<file path="src/rtl/key_scan.sv">
// Four-key debouncer with press/release/long pulses and per-key LED toggle.
// Long-press detection is built only when KEY_LONG_PRESS_EN is defined.
module key_scan #(
    parameter int DEB_CYCLES  = 1000000,
    parameter int LONG_CYCLES = 50000000
) (
    input  logic       sys_clk,
    input  logic       sys_rst_n,
    input  logic [3:0] key,
    output logic [3:0] key_state,
    output logic [3:0] key_press,
    output logic [3:0] key_release,
    output logic [3:0] key_long,
    output logic [3:0] led_state
);

    localparam int DW = $clog2(DEB_CYCLES);
    localparam logic [DW-1:0] DEB_LAST = DW'(DEB_CYCLES - 1);

    typedef enum logic [1:0] {
        IDLE,
        PRESS_DEB,
        HELD,
        RELEASE_DEB
    } state_t;

    if (DEB_CYCLES < 2 || LONG_CYCLES <= DEB_CYCLES) begin : g_bad_cfg
        $error("key_scan: illegal DEB_CYCLES/LONG_CYCLES");
    end

    logic [3:0] sync1;
    logic [3:0] sync2;

    // Inverted on capture so downstream logic sees 1 = pressed.
    always_ff @(posedge sys_clk or negedge sys_rst_n) begin
        if (!sys_rst_n) begin
            sync1 <= 4'b0000;
            sync2 <= 4'b0000;
        end else begin
            sync1 <= ~key;
            sync2 <= sync1;
        end
    end

    for (genvar i = 0; i < 4; i++) begin : g_key
        state_t        st;
        logic [DW-1:0] cnt;
        logic          ks;
        logic          kp;
        logic          kr;
        logic          kl;
        logic          led;

        // A transition fires on the DEB_CYCLES-th consecutive stable sample.
        always_ff @(posedge sys_clk or negedge sys_rst_n) begin
            if (!sys_rst_n) begin
                st  <= IDLE;
                cnt <= '0;
                ks  <= 1'b0;
                kp  <= 1'b0;
                kr  <= 1'b0;
                led <= 1'b0;
            end else begin
                kp <= 1'b0;
                kr <= 1'b0;
                unique case (st)
                    IDLE: begin
                        if (sync2[i]) begin
                            st  <= PRESS_DEB;
                            cnt <= '0;
                        end
                    end
                    PRESS_DEB: begin
                        if (!sync2[i]) begin
                            st  <= IDLE;
                            cnt <= '0;
                        end else if (cnt == DEB_LAST - 1'b1) begin
                            st  <= HELD;
                            cnt <= '0;
                            ks  <= 1'b1;
                            kp  <= 1'b1;
                            led <= ~led;
                        end else begin
                            cnt <= cnt + 1'b1;
                        end
                    end
                    HELD: begin
                        if (!sync2[i]) begin
                            st  <= RELEASE_DEB;
                            cnt <= '0;
                        end
                    end
                    RELEASE_DEB: begin
                        if (sync2[i]) begin
                            st  <= HELD;
                            cnt <= '0;
                        end else if (cnt == DEB_LAST - 1'b1) begin
                            st  <= IDLE;
                            cnt <= '0;
                            ks  <= 1'b0;
                            kr  <= 1'b1;
                        end else begin
                            cnt <= cnt + 1'b1;
                        end
                    end
                    default: begin
                        st  <= IDLE;
                        cnt <= '0;
                    end
                endcase
            end
        end

`ifdef KEY_LONG_PRESS_EN
        localparam int LW = $clog2(LONG_CYCLES);
        localparam logic [LW-1:0] LONG_LAST = LW'(LONG_CYCLES - 1);

        logic [LW-1:0] hcnt;
        logic          fired;

        // Saturating hold counter; fired blocks repeats within one hold.
        always_ff @(posedge sys_clk or negedge sys_rst_n) begin
            if (!sys_rst_n) begin
                hcnt  <= '0;
                fired <= 1'b0;
                kl    <= 1'b0;
            end else begin
                kl <= 1'b0;
                if (!ks) begin
                    hcnt  <= '0;
                    fired <= 1'b0;
                end else if (hcnt != LONG_LAST) begin
                    hcnt <= hcnt + 1'b1;
                end else if (!fired) begin
                    kl    <= 1'b1;
                    fired <= 1'b1;
                end
            end
        end
`else
        assign kl = 1'b0;
`endif

        assign key_state[i]   = ks;
        assign key_press[i]   = kp;
        assign key_release[i] = kr;
        assign key_long[i]    = kl;
        assign led_state[i]   = led;
    end

endmodule

</file>
<file path="config.mk">
export PLATFORM = sky130hd
export DESIGN_NAME = key_scan
export DESIGN_NICKNAME = d
export VERILOG_FILES = /design/src/rtl/key_scan.sv
export SDC_FILE = /design/constraint.sdc
export NUM_CORES = 1
export LEC_CHECK = 0
export CAP_MARGIN = 15
export CORE_MARGIN = 8
export CORE_UTILIZATION = 55
export DETAILED_ROUTE_END_ITERATION = 10
export GPL_ROUTABILITY_DRIVEN = 0
export GPL_TIMING_DRIVEN = 0
export PLACE_DENSITY = 0.8
export SETUP_SLACK_MARGIN = 0.5
export SLEW_MARGIN = 30
export SYNTH_ARGS = -nofsm -noshare
export SYNTH_HDL_FRONTEND = slang
export SYNTH_SLANG_ARGS = --single-unit
</file>
<file path="constraint.sdc">
create_clock -name sys_clk -period 1.8 [get_ports sys_clk]
set_input_delay 0.18 -clock sys_clk [delete_from_list [all_inputs] [get_ports sys_clk]]
set_output_delay 0.18 -clock sys_clk [all_outputs]
set_load 0.02 [all_outputs]
</file>
Word-level counts from Yosys, hierarchy flattened
Cells that the tools add are included.

Flip-flop bits (word level): 112. Latch bits: 0. Memories kept: 0. Output and inout port bits: 20. Memory bits (read-only): 0. Input port bits: 6. Bits in writable memories: 0.

Reductions and logical operators: 24. $mul: 0. Divide/modulo/power cells: 0. Multiplexer cells: 92. Equal/unequal tests: 48. Shift operators: 0. Order comparisons: 0. $add $sub $neg: 4. Bitwise logic cells: 5.

Operator list (count): two-way mux 20 bit (20); one-hot mux 20 bit (4 select lines) (4); adder 20 x 1 -> 20 bit (second input constant) (4); equality test 20 bit (second input constant) (4); two-way mux 2 bit (24); inequality test 2 bit (second input constant) (24); two-way mux 1 bit (36); one-hot mux 2 bit (4 select lines) (4); inequality test 3 bit (second input constant) (8); AND reduction 5 bit (4); equality test 2 bit (second input constant) (8); AND reduction 4 bit (4); AND reduction 3 bit (4); equality test 2 x 1 -> 1 bit (second input constant) (4); zero test 2 bit (4); one-hot mux 1 bit (2 select lines) (4); AND reduction 2 bit (4); nonzero test 2 bit (4); NOT 1 bit (4); NOT 4 bit (1).

Longest topological paths before layout
Depth after elaboration: 4. Mapped depth: 9.

Worst setup path before layout
OpenSTA, ideal clock, no wires.

Kind: reg-to-reg. From: register g_key[3].cnt[0]. To: register g_key[3].cnt[5]. Cell stages (with the launch flop): 9. Data arrival time: 1780 ps. Path buffers: 1. Data required time: 1679 ps. Clock period less this slack: 1901 ps. Path slack: -101 ps. Cells stage by stage: dfrtp_1 -> inv_1 -> ha_1 -> or4bb_1 -> nor3_2 -> a21o_1 -> clkbuf_1 -> o21ai_0 -> a22o_1.

Cells in the longest elaborated chain, start to end: 4. Elaborated cells between the ends (all ways): 6. Those cells by class: add/sub (1); eq/ne (1); mux (4).

RTL lines: start: declaration (line 47) `logic [DW-1:0] cnt;`; start signal: assignment (line 84) `cnt <= cnt + 1'b1;`; start signal: assignment (line 103) `cnt <= cnt + 1'b1;`; adder 20 x 1 -> 20 bit / equality test 20 bit (equally long branches); two-way mux 20 bit (*) (line 77, 97); two-way mux 20 bit (on tied branches) (line 94, 74); one-hot mux 20 bit (4 select lines) (*) (line 66) `unique case (st)`.

Mark *: on every way between the ends. The rest lies on a longest branch, timed or not. A chain may end at the register's enable or synchronous reset.

Final worst setup path
From: register g_key[1].cnt[15]. To: register g_key[1].led.

Cells in the longest elaborated chain, start to end: 2.

RTL lines: start: declaration (line 47); start signal: assignment (line 84); start signal: assignment (line 103); equality test 20 bit (line 77) `end else if (cnt == DEB_LAST - 1'b1) begin`; AND reduction 3 bit (no source line); end signal: assignment (line 82) `led <= ~led;`; end: declaration (line 52) `logic led;`.

Every way passes these cells.

==> results_dict.tcl <==
set metrics [dict create \
    async_flop_share_pct 100.0 \
    hp-class "in2async" \
    sequentialPowerShare_pct 41.7 \
    syn2layout_area_growth_pct 52.60 \
    grt_util_all_layers_pct 24.08 \
    multi_input_area_mm2 0.003831 \
    initial_utilization_pct 56.50 \
    cts_root_buffer "clkbuf_8" \
    synthFlopType "dfrtp_1" \
    fp.dieW_um 119.0 \
    worstSetupPathType "reg2reg" \
    place_inst 794 \
    worstPathRequired_ns 2.15 \
    clockPowerShare_pct 25.0 \
    avgSynthCellArea_um2 9.215 \
    relSlewSlack_pct 42.13 \
    ir_drop_v 0.0006653 \
    critPathLaunchType "flip-flop" \
    htree_levels 3 \
    cp-end-kind "flip-flop" \
    cap_viol_max_count 0 \
    maxSlewViolCount 0 \
    vias_per_cell 6.566 \
    crit_chain "or4_4, nor3_4, buf_4, buf_6, nand3_4, nor3b_4, xor2_1" \
    port_buffers 21 \
    holdWs_ns 0.2050 \
    final.fill_count 463 \
    critPathTopFamily "simple AND/OR/NAND/NOR gates" \
    num_rows 37 \
    p_comb_share_pct 33.3 \
    netlist_instances 633 \
    synth_largest_area_cell "dfrtp_1" \
    path_buf_inv 2 \
    clock_latency_ns 0.41 \
    violations "negative setup slack" \
    setup_viol 94 \
    ys_seq_area_share_pct 48.05 \
    path_max_fanout 3 \
    synth.area.top_cells "dfrtp_1 (48%), a31oi_1 (4.9%), nand2_1 (4.4%)" \
    boundaryPins 26 \
    swShare_pct 33.65 \
    hold_violations 0 \
    grt_pass1_wl_um 28150 \
    worst_pin_slew_ns 0.8649 \
    utilization_pct 86.22 \
    synth.ff_latch_count 112 \
    grt.overflow.total 0 \
    cts.path.max_buffers 2 \
    cts_num_sinks 112 \
    p_switching_mw 2.227 \
    drive_above_1_share_pct 48.80 \
    yosysWarnings 0 \
    drc 0 \
    p_leak_nw 3.847 \
    internal_power_mw 4.391 \
    min_period_ns 2.106 \
    antenna_found_initial 0 \
    cts-buffers-inserted 9 \
    synth_edf_count 0 \
    finalNetCount 802 \
    via_count 6100 \
    slowest_delay_ns 0.57 \
    synthDistinctLibCells 59 \
    die_area_mm2 0.01416 \
    fin_crit_sh_pct 117.0 \
    power_density_mw_per_mm2 743.5 \
    syn_area_mm2 0.005833 \
    ant_nets 0 \
    skew_ns 0.01987 \
    dp_hpwl_um 8842 \
    routed_wl_um 21470 \
    core_mm2 0.01032 \
    n_antenna_cell 0 \
    clkTransAtPathRegs_ns 0.12 \
    dieHeight_um 119.0 \
    first_global_vias 5557 \
    max_freq_ghz 0.4747 \
    seqCellArea_mm2 0.002828 \
    cp_slowest_cell "or4_4" \
    drtPass1Iterations 7 \
    routedWlPerCell_um 23.11 \
    status "complete, but fails checks" \
    rsz0062_at_grt "true" \
    stdcell_count 929 \
    crit_arrival_ns 2.45 \
    setup_ws_ns -0.3065 \
    drt_iter0_drc 664 \
    netlist.area_leader.share_pct 48.05 \
    cts_tree "built" \
    grt_max_degree 88 \
]
## timing repair
action	4_1_cts	5_1_grt
buffers inserted	69	38
setup endpoints to repair	120	109
pin swaps	49	45
endpoints found under the hold margin	100	0
hold buffers	1	0
gates resized for setup	196	123
cloned	9	2
## Yosys cell counts, drive strengths merged, types with 4 or more instances
cell type	count
or4	4
ha	8
o21ai	24
nor2b	5
inv	28
a21oi	52
mux2	5
nor4	8
xnor2	5
nand2	69
and3	13
or2	4
nand2b	12
or3	8
nor2	36
clkbuf	8
a22o	6
dfrtp	112
a41oi	13
nand3	47
a31oi	46
nor3b	4
xor2	10
and4	5
buf	35
nand4	12
and2	5
nor3	14
## final timing paths
kind	startpoint	end	slack, ns	cells after the start
worst max-delay path	g_key[1].cnt[15]	g_key[1].led	-0.31	7
worst min-delay path	sys_rst_n	g_key[2].ks	0.21	2
worst max register to register	g_key[1].cnt[15]	g_key[1].led	-0.31	7
min in group sys_clk	key[2]	sync1[2]	0.23	2
worst min register to register	sync1[3]	sync2[3]	0.36	0
max in group asynchronous	sys_rst_n	g_key[1].cnt[15]	0.89	3
## power by group through the flow
stage	Combinational, mW	Clock [mW]	Sequential [mW]
6_report	2.20	1.65	2.76
5_1_grt	2.29	1.74	2.77
4_1_cts	1.62	1.63	2.74
3_5_place_dp	0.960	0	2.77
3_3_place_gp	0.931	0	2.76
2_1_floorplan	0.718	0	2.74
## worst register-to-register path: cells and delay by family (launching register included)
family / cells / cell delay (ns)
buffers and inverters: 2 / 0.26
xor gates and xnor gates: 1 / 0.16
DFF: 1 / 0.43
and+or+nand+nor: 4 / 1.21
## stage by stage
| step | power, mW | cell area (um2) | worst slack (ns) | setup TNS (ns) |
|---|---|---|---|---|
| after floorplan | 3.462 | 6246 | -0.04390 | -0.08497 |
| after global placement | 3.694 | 6626 | -3.713 | -420.76 |
| after detailed placement | 3.727 | 6659 | -0.2880 | -9.610 |
| after CTS | 5.990 | 8039 | -0.1534 | -3.873 |
| after global routing | 6.792 | 8901 | -0.3438 | -17.60 |
| final | 6.618 | 8901 | -0.3065 | -11.88 |
## state kept, by name, summed over array words and instances, names as in the netlist, named ones only
register,flops
g_key.cnt,80
g_key.kp,4
g_key.kr,4
g_key.ks,4
g_key.led,4
g_key.st,4
sync1,4
sync2,4
## per-layer routing
metal | wire length [um] | share of wire (%) | track usage [%] | vias to the layer above
met1 | 8309 | 39 | 28.95 | 3047
met3 | 1393 | 6.5 | 5.338 | 104
met5 | 0 | 0 | 0 | -
met4 | 1017 | 4.7 | 9.407 | 0
li1 | - | - | - | 2605
met2 | 10750 | 50 | 41.24 | 344
## kinds of logic (layout without fill, tap and decap cells)
family / Yosys count / in the layout / synth area share [%]
compound gates: 157 / 158 / 16.54
xor+xnor: 15 / 15 / 2.252
fa+ha+maj: 8 / 8 / 1.716
buf+inv: 71 / 227 / 6.178
flops: 112 / 112 / 48.05
mux: 8 / 8 / 1.480
other cells: 1 / 4 / 0.06429
simple gates: 261 / 261 / 23.72
## area by class of cell
cell class	instances	share of cell area (%)
Buffer	43	4.681
Clock buffer	11	1.588
Clock inverter	5	0.7310
Inverter	28	1.181
Multi-Input combinational cell	454	43.04
Sequential cell	112	31.77
Tap cell	136	1.912
Timing Repair Buffer	140	15.10
## placed cells by master, fill, tap and decap left out, types with 20 or more instances in the layout
cell and n:
a21oi_2 39, a31oi_1 37, buf_4 97, buf_6 38, dfrtp_1 92, dfrtp_2 20
inv_1 26, nand2_1 55, nand3_1 34, nor2_1 23
Power figures use the tool's default switching activity.
